<file path="src/rtl/fetch_pc_unit.sv">
// Program counter and instruction-fetch stage feeding the CPU controller.
// Optional speculative next-word prefetch is enabled by defining FETCH_PREFETCH_EN.
module fetch_pc_unit #(
  parameter logic [15:0] RESET_VECTOR = 16'h0000,
  parameter int unsigned WAIT_LIMIT   = 8,
  parameter logic [15:0] NOP_WORD     = 16'hF000
) (
  input  logic        Clock,
  input  logic        Reset,
  input  logic        IRWrite,
  input  logic        PCIncrement,
  input  logic [7:0]  PCImmediate,
  input  logic        PCWrite,
  input  logic [15:0] PCTarget,
  input  logic [15:0] MemData,
  input  logic        MemReady,
  output logic        MemReq,
  output logic [15:0] MemAddr,
  output logic [15:0] PC,
  output logic [15:0] INS,
  output logic        InsValid,
  output logic        FetchBusy,
  output logic        FetchErr
);

  localparam int unsigned AW = 16;
  localparam int unsigned IW = 8;
  localparam int unsigned CW = 8;

  typedef enum logic [1:0] {S_IDLE, S_REQ, S_DONE} state_t;

  state_t        state;
  logic [CW-1:0] cnt;
  logic          pend_valid;
  logic          pend_write;
  logic [AW-1:0] pend_target;
  logic [IW-1:0] pend_imm;
  logic          upd_req;
  logic          wait_expired;
  logic [AW-1:0] pc_next;

`ifdef FETCH_PREFETCH_EN
  logic          spec_busy;
  logic          spec_kill;
  logic          ir_pend;
  logic          pf_valid;
  logic [AW-1:0] pf_addr;
  logic [AW-1:0] pf_data;
  logic          inv;
  assign inv = PCWrite | (PCIncrement & (PCImmediate != IW'(1)));
`endif

  assign upd_req      = PCWrite | PCIncrement;
  assign wait_expired = (cnt == CW'(WAIT_LIMIT - 1));

  function automatic logic [AW-1:0] pc_apply(input logic [AW-1:0] base, input logic wr,
                                             input logic [AW-1:0] tgt, input logic [IW-1:0] imm);
    return wr ? tgt : base + {{(AW-IW){imm[IW-1]}}, imm};
  endfunction

  // PC after this edge: immediate when idle, deferred (pending or newest) on return to idle
  always_comb begin
    pc_next = PC;
    case (state)
      S_IDLE: if (upd_req) pc_next = pc_apply(PC, PCWrite, PCTarget, PCImmediate);
      S_DONE: begin
        if (upd_req)         pc_next = pc_apply(PC, PCWrite, PCTarget, PCImmediate);
        else if (pend_valid) pc_next = pc_apply(PC, pend_write, pend_target, pend_imm);
      end
      default: ;
    endcase
  end

  always_ff @(posedge Clock) begin
    if (Reset) begin
      state       <= S_IDLE;
      cnt         <= '0;
      PC          <= RESET_VECTOR;
      INS         <= NOP_WORD;
      MemReq      <= 1'b0;
      MemAddr     <= '0;
      InsValid    <= 1'b0;
      FetchBusy   <= 1'b0;
      FetchErr    <= 1'b0;
      pend_valid  <= 1'b0;
      pend_write  <= 1'b0;
      pend_target <= '0;
      pend_imm    <= '0;
`ifdef FETCH_PREFETCH_EN
      spec_busy   <= 1'b0;
      spec_kill   <= 1'b0;
      ir_pend     <= 1'b0;
      pf_valid    <= 1'b0;
      pf_addr     <= '0;
      pf_data     <= '0;
`endif
    end else begin
      PC       <= pc_next;
      InsValid <= 1'b0;
`ifdef FETCH_PREFETCH_EN
      if (inv) pf_valid <= 1'b0;
`endif
      case (state)
        S_IDLE: begin
`ifdef FETCH_PREFETCH_EN
          if (spec_busy) begin
            // Background fetch of the likely next word; a demand IRWrite waits for it
            if (IRWrite) ir_pend <= 1'b1;
            if (inv) spec_kill <= 1'b1;
            cnt <= cnt + CW'(1);
            if (MemReady || wait_expired) begin
              MemReq    <= 1'b0;
              spec_busy <= 1'b0;
              if (MemReady && !spec_kill && !inv) begin
                pf_valid <= 1'b1;
                pf_addr  <= MemAddr;
                pf_data  <= MemData;
              end
            end
          end else if (IRWrite || ir_pend) begin
            ir_pend  <= 1'b0;
            pf_valid <= 1'b0;
            if (pf_valid && pf_addr == PC) begin
              INS       <= pf_data;
              InsValid  <= 1'b1;
              FetchBusy <= 1'b1;
              state     <= S_DONE;
            end else begin
              MemAddr   <= PC;
              MemReq    <= 1'b1;
              cnt       <= '0;
              FetchBusy <= 1'b1;
              state     <= S_REQ;
            end
          end
`else
          if (IRWrite) begin
            MemAddr   <= PC;
            MemReq    <= 1'b1;
            cnt       <= '0;
            FetchBusy <= 1'b1;
            state     <= S_REQ;
          end
`endif
        end
        S_REQ: begin
          if (upd_req) begin
            pend_valid  <= 1'b1;
            pend_write  <= PCWrite;
            pend_target <= PCTarget;
            pend_imm    <= PCImmediate;
          end
          cnt <= cnt + CW'(1);
          if (MemReady) begin
            INS      <= MemData;
            MemReq   <= 1'b0;
            InsValid <= 1'b1;
            state    <= S_DONE;
          end else if (wait_expired) begin
            INS      <= NOP_WORD;
            FetchErr <= 1'b1;
            MemReq   <= 1'b0;
            InsValid <= 1'b1;
            state    <= S_DONE;
          end
        end
        S_DONE: begin
          state      <= S_IDLE;
          FetchBusy  <= 1'b0;
          pend_valid <= 1'b0;
`ifdef FETCH_PREFETCH_EN
          spec_busy  <= 1'b1;
          spec_kill  <= 1'b0;
          pf_valid   <= 1'b0;
          MemReq     <= 1'b1;
          MemAddr    <= pc_next + AW'(1);
          cnt        <= '0;
`endif
        end
        default: state <= S_IDLE;
      endcase
    end
  end

endmodule

</file>
<file path="config.mk">
export PLATFORM = sky130hd
export DESIGN_NAME = fetch_pc_unit
export DESIGN_NICKNAME = d
export VERILOG_FILES = /design/src/rtl/fetch_pc_unit.sv
export SDC_FILE = /design/constraint.sdc
export NUM_CORES = 1
export LEC_CHECK = 0
export BUFFER_PORTS_ARGS = -buffer_cell sky130_fd_sc_hd__buf_2
export CAP_MARGIN = 20
export CELL_PAD_IN_SITES_DETAIL_PLACEMENT = 0
export CELL_PAD_IN_SITES_GLOBAL_PLACEMENT = 1
export CORE_MARGIN = 5
export CORE_UTILIZATION = 35
export DETAILED_ROUTE_END_ITERATION = 10
export PLACE_DENSITY_LB_ADDON = 0.1
export SETUP_SLACK_MARGIN = 0.3
export SLEW_MARGIN = 10
export SYNTH_ARGS = -nofsm -noshare
export SYNTH_HDL_FRONTEND = slang
export SYNTH_SLANG_ARGS = --single-unit
</file>
<file path="constraint.sdc">
create_clock -name Clock -period 3.2 [get_ports Clock]
set_input_delay 0.16 -clock Clock [delete_from_list [all_inputs] [get_ports Clock]]
set_output_delay 0.16 -clock Clock [all_outputs]
set_load 0.02 [all_outputs]
</file>
# After elaboration in Yosys (flattened, before gate mapping)
# Index checks and enable logic that the tools add are counted.
# word_totals
register_bits	88
input_bits	46
out_inout_bits	52
word_cells	66
# classes
add_sub_neg	3
n_eq_ne	8
muxes	23
bitwise_logic	3
reduce_logical	16
# ops
op	count
16-bit 2-to-1 mux	7
16-bit adder	2
16-bit case mux with 2 select lines	1
8-bit case mux with 2 select lines	1
2-bit AND reduction	7
3-bit AND reduction	3
8-bit by 1-bit adder with 8-bit output, second input constant	1
8-bit by 3-bit equality test with 1-bit output, second input constant	1
8-bit 2-to-1 mux	1
2-bit nonzero test	4
1-bit 2-to-1 mux	6
2-bit 2-to-1 mux	3
2-bit != test, second input constant	3
3-bit != test, second input constant	2
1-bit case mux with 2 select lines	3
2-bit case mux with 2 select lines	1
2-bit by 1-bit equality test with 1-bit output, second input constant	1
2-bit equality test, second input constant	1
2-bit zero test	1
1-bit NOT	2
2-bit OR reduction	1
1-bit OR	1

# Logic depth before layout (Yosys ltp)
# depth
word_depth	5
mapped_depth	8
ltp_nobuf	8

# Worst setup path after synthesis
# No wires, ideal clock.
# synth_timing
path_kind	register to register
start	register PC[0]
end	register PC[14]
setup_ns	0.119
t_arrival_ns	2.271
required_time_ns	3.081
path_slack_ns	0.810
path_stages_with_launch	9
n_path_buf	0
synth_period_minus_slack_ns	2.390
cell_sequence	dfxtp_1 ha_1 fa_1 a21oi_1 o211ai_1 a211o_1 o221a_1 mux2i_1 o221a_1
# synth_via
elab_chain_len	5
elab_cells_between_ends	8
cone_classes	2 x add/sub; 6 x mux
# synth_rtl
element	line_no	rtl
from (decl)	19	output logic [15:0] PC,
from (signal assigned)	98	PC <= pc_next;
16-bit adder	58	return wr ? tgt : base + {{(AW-IW){imm[IW-1]}}, imm};
16-bit 2-to-1 mux	58	
16-bit 2-to-1 mux	68	else if (pend_valid) pc_next = pc_apply(PC, pend_write, pend_target, pend_imm);
16-bit 2-to-1 mux	67	if (upd_req) pc_next = pc_apply(PC, PCWrite, PCTarget, PCImmediate);
16-bit case mux with 2 select lines *	64	case (state)
# Every way passes the cells marked *; elsewhere a longest branch is shown, timed or not. The select of a mux whose other input is x is not followed.
# A chain may end at the register's enable or synchronous reset.

# Final worst setup path
# Same ends and word-level chain as after synthesis.

==> results.yml <==
timing:
  grt_setup_unrepaired: "no"
  worst-slew-pin-transition_ns: 0.9225
  worst_slew_margin_rel_pct: 38.50
  finalCriticalPeriod_ns: 2.596
  report.final.hold_viol_count: 0
  period_share_pct: 81.12
  setup_total_negative_slack_ns: 0
  final_max_slew_viol_count: 0
  clock.fmax_mhz: 385.2
  finalSetupViolCount: 0
  worst_clock_skew_ns: 0.009725
detailed_routing:
  first_pass_iters: 4
  post-route-drc-count: 0
  drt-total-wl_mm: 17.39
  avgViaCountPerCell: 5.546
  drt-wirelength-per-cell_um: 18.28
  antenna_violating_nets_post_route: 0
  drtIter0Drc: 379
  dr_total_vias: 5274
power_and_ir_drop:
  power_density_mw_per_mm2: 519.5
  static-leakage-power_nw: 2.687
  fin_total_pwr_mw: 3.248
  ir_drop_uv: 319.7
placed_design:
  place_inst: 934
  placedInstanceArea_mm2: 0.005907
  port_buffers: 97
  gp_congestion: 0.8768
  post-dp-hpwl_mm: 12.72
layout:
  finish.utilization_pct: 41.59
  syn_to_final_growth_pct: 18.10
  nFillCells: 1596
  ff_latch_area_mm2: 0.001762
  drive_gt1_share_pct: 18.35
  post_layout_nets: 837
  post_layout_nonfiller_instances: 951
  insertedDiodeCount: 0
  multi_input_comb_area_mm2: 0.003312
  layout.cell_area.non_filler_mm2: 0.006252
clocking:
  clk_pin_slew_ns: 0.08
  worstSkewPairLatency_ns: 0.35
  clk_root_buffer_cell: "sky130_fd_sc_hd__clkbuf_16"
  cts_made_buffers: 9
  cts_max_level: 3
  cts_tree: "done"
  cts_num_sinks: 88
  post_cts.resized_instances: 0
  postCtsSetupRepairBufs: 0
  hold_buffers: 0
  clk_buf_depth: 2
die:
  count_of_standard_cell_rows: 45
  starting_utilization_of_the_core_area_pct: 35.21
  io-pin-count: 98
  dieHeight_um: 133.0
  floorplan.die_area_mm2: 0.01769
  die_x_um: 133.0
  fp.coreArea_mm2: 0.01503
worst_setup_path:
  end_kind: "register"
  critical_path_class: "reg2reg"
  worstPathRequired_ns: 3.45
  worst_path_maximum_fanout: 5
  crit_path_start_kind: "register"
  critPathArrivalTime_ns: 2.85
global_route:
  globalRouteMet2Util_pct: 32.34
  grt_pass1_vias: 5089
  grt_util_met3_pct: 3.156
  globalRouteMet1Util_pct: 25.28
  grt_overflow_total: 0
  wire_length_of_the_first_global_routing_pass_mm: 27.21
  grt_most_used_layer: "met2"
  antenna_violations_before_repair: 0
  maximum_number_of_pins_on_one_net_before_global_route_repair: 43
  grt_use_total_pct: 19.25
yosys:
  synth_nets: 751
  synth_top_area_share_pct: 33.28
  synth.area.top_cells: "sky130_fd_sc_hd__dfxtp_1 33%, sky130_fd_sc_hd__nand2_1 8.7%, sky130_fd_sc_hd__a21oi_1 8.0%"
  syn_avg_cell_area_um2: 7.878
  synthArstFlopShare_pct: 0
  synth_commonest_cells: "122 x sky130_fd_sc_hd__nand2_1, 88 x sky130_fd_sc_hd__dfxtp_1, 85 x sky130_fd_sc_hd__a21oi_1"
  synth-seq-area-share_pct: 33.28
  synth_cells: 672
  synth.largest_area_cell: "sky130_fd_sc_hd__dfxtp_1"
  synth-edff-count: 0
  synth_ff_type: "sky130_fd_sc_hd__dfxtp_1"
  synth_area_mm2: 0.005294
  synth.yosys.warnings: 0
  synth_cell_type_count: 65
  synth.ff_latch_count: 88
  post-synth-top-count-cell: "sky130_fd_sc_hd__nand2_1"
min_path:
  hold_class: "in2reg"
flow_run:
  max-cap-violations: 0
run_status:
  outcome: "completed"
[layer usage]
metal  routed length [um]  up-vias
li1                     -     2619
met1                 8042     2508
met2                 8338      125
met3                  712       22
met4                  293        0
met5                    0        -
[worst paths after layout]
kind | startpoint | to | slack, ns | cells past startpoint
worst max register to register | PC[0]$_SDFFE_PP0P_ | PC[14]$_SDFFE_PP0P_ | 0.60 | 8
worst max-delay path | PC[0]$_SDFFE_PP0P_ | PC[14]$_SDFFE_PP0P_ | 0.60 | 8
worst min register to register | MemAddr[13]$_SDFFE_PP0P_ | MemAddr[13]$_SDFFE_PP0P_ | 0.45 | 2
worst min-delay path | MemData[13] | INS[13]$_SDFFE_PP1P_ | 0.04 | 3
[cell type report]
cell class / instances / area share, %
Inverter: 8 / 0.4803
Clock inverter: 7 / 1.801
Tap cell: 188 / 3.762
Sequential cell: 88 / 28.18
Clock buffer: 9 / 3.602
Timing Repair Buffer: 109 / 9.206
Multi-Input combinational cell: 542 / 52.97
[state kept, by name (all words and copies together), names as in the netlist]
| signal | cells |
|---|---|
| INS | 16 |
| MemAddr | 16 |
| PC | 16 |
| pend_target | 16 |
| cnt | 8 |
| pend_imm | 8 |
| state | 2 |
| FetchBusy | 1 |
| FetchErr | 1 |
| InsValid | 1 |
| MemReq | 1 |
| pend_valid | 1 |
| pend_write | 1 |
[cells by family after synthesis]
logic type,count (synthesis),share of synthesized area (%)
flops,88,33.28
fa+ha+maj,33,8.083
mux,12,2.340
xor+xnor,14,2.316
buf+inv,42,4.160
simple gates,261,22.64
compound gates,222,27.18
[where the power goes]
part | internal [mW] | total, mW | switching, mW | leakage, nW
clock | 0.703 | 1.23 | 0.525 | 0.161
sequential | 1.16 | 1.23 | 0.0749 | 0.718
combinational | 0.303 | 0.785 | 0.482 | 1.81
[per-stage QoR]
stage / hold WS [ns] / setup WS (ns)
5_1_grt: 0.03370 / 0.4702
3_5_place_dp: 0.3865 / 0.6417
4_1_cts: 0.02241 / 0.6326
3_3_place_gp: 0.3796 / 0.6799
6_report: 0.03755 / 0.6041
2_1_floorplan: 0.2876 / 0.8102
[cells in the final DEF (no fill, tap or decap), types with 4 or more instances in the layout]
| cell type | count |
|---|---|
| sky130_fd_sc_hd__buf_4 | 12 |
| sky130_fd_sc_hd__nor2_1 | 67 |
| sky130_fd_sc_hd__o22ai_1 | 5 |
| sky130_fd_sc_hd__a22oi_1 | 15 |
| sky130_fd_sc_hd__nand2b_1 | 9 |
| sky130_fd_sc_hd__a21oi_1 | 85 |
| sky130_fd_sc_hd__nand2_1 | 122 |
| sky130_fd_sc_hd__nor2b_1 | 5 |
| sky130_fd_sc_hd__o211ai_1 | 9 |
| sky130_fd_sc_hd__xnor2_1 | 11 |
| sky130_fd_sc_hd__a21o_1 | 15 |
| sky130_fd_sc_hd__inv_1 | 7 |
| sky130_fd_sc_hd__clkbuf_16 | 9 |
| sky130_fd_sc_hd__dfxtp_1 | 88 |
| sky130_fd_sc_hd__mux2i_1 | 9 |
| sky130_fd_sc_hd__o21a_1 | 7 |
| sky130_fd_sc_hd__ha_1 | 31 |
| sky130_fd_sc_hd__o21bai_1 | 4 |
| sky130_fd_sc_hd__o21ai_1 | 6 |
| sky130_fd_sc_hd__buf_2 | 97 |
| sky130_fd_sc_hd__a31oi_1 | 6 |
| sky130_fd_sc_hd__nor3b_1 | 5 |
| sky130_fd_sc_hd__and3_1 | 4 |
| sky130_fd_sc_hd__nor3_1 | 7 |
| sky130_fd_sc_hd__nand3_1 | 18 |
| sky130_fd_sc_hd__o21ai_0 | 20 |
| sky130_fd_sc_hd__a211oi_1 | 15 |
[worst max-delay path: stages, from the launching register on]
cell,delay (ns)
sky130_fd_sc_hd__dfxtp_1,0.35
sky130_fd_sc_hd__ha_1,0.23
sky130_fd_sc_hd__fa_1,0.41
sky130_fd_sc_hd__a21oi_1,0.29
sky130_fd_sc_hd__o211ai_1,0.23
sky130_fd_sc_hd__a211o_1,0.38
sky130_fd_sc_hd__o221a_1,0.25
sky130_fd_sc_hd__mux2i_1,0.12
sky130_fd_sc_hd__o221a_1,0.24
Note: power is estimated with default switching activity, not from simulation.
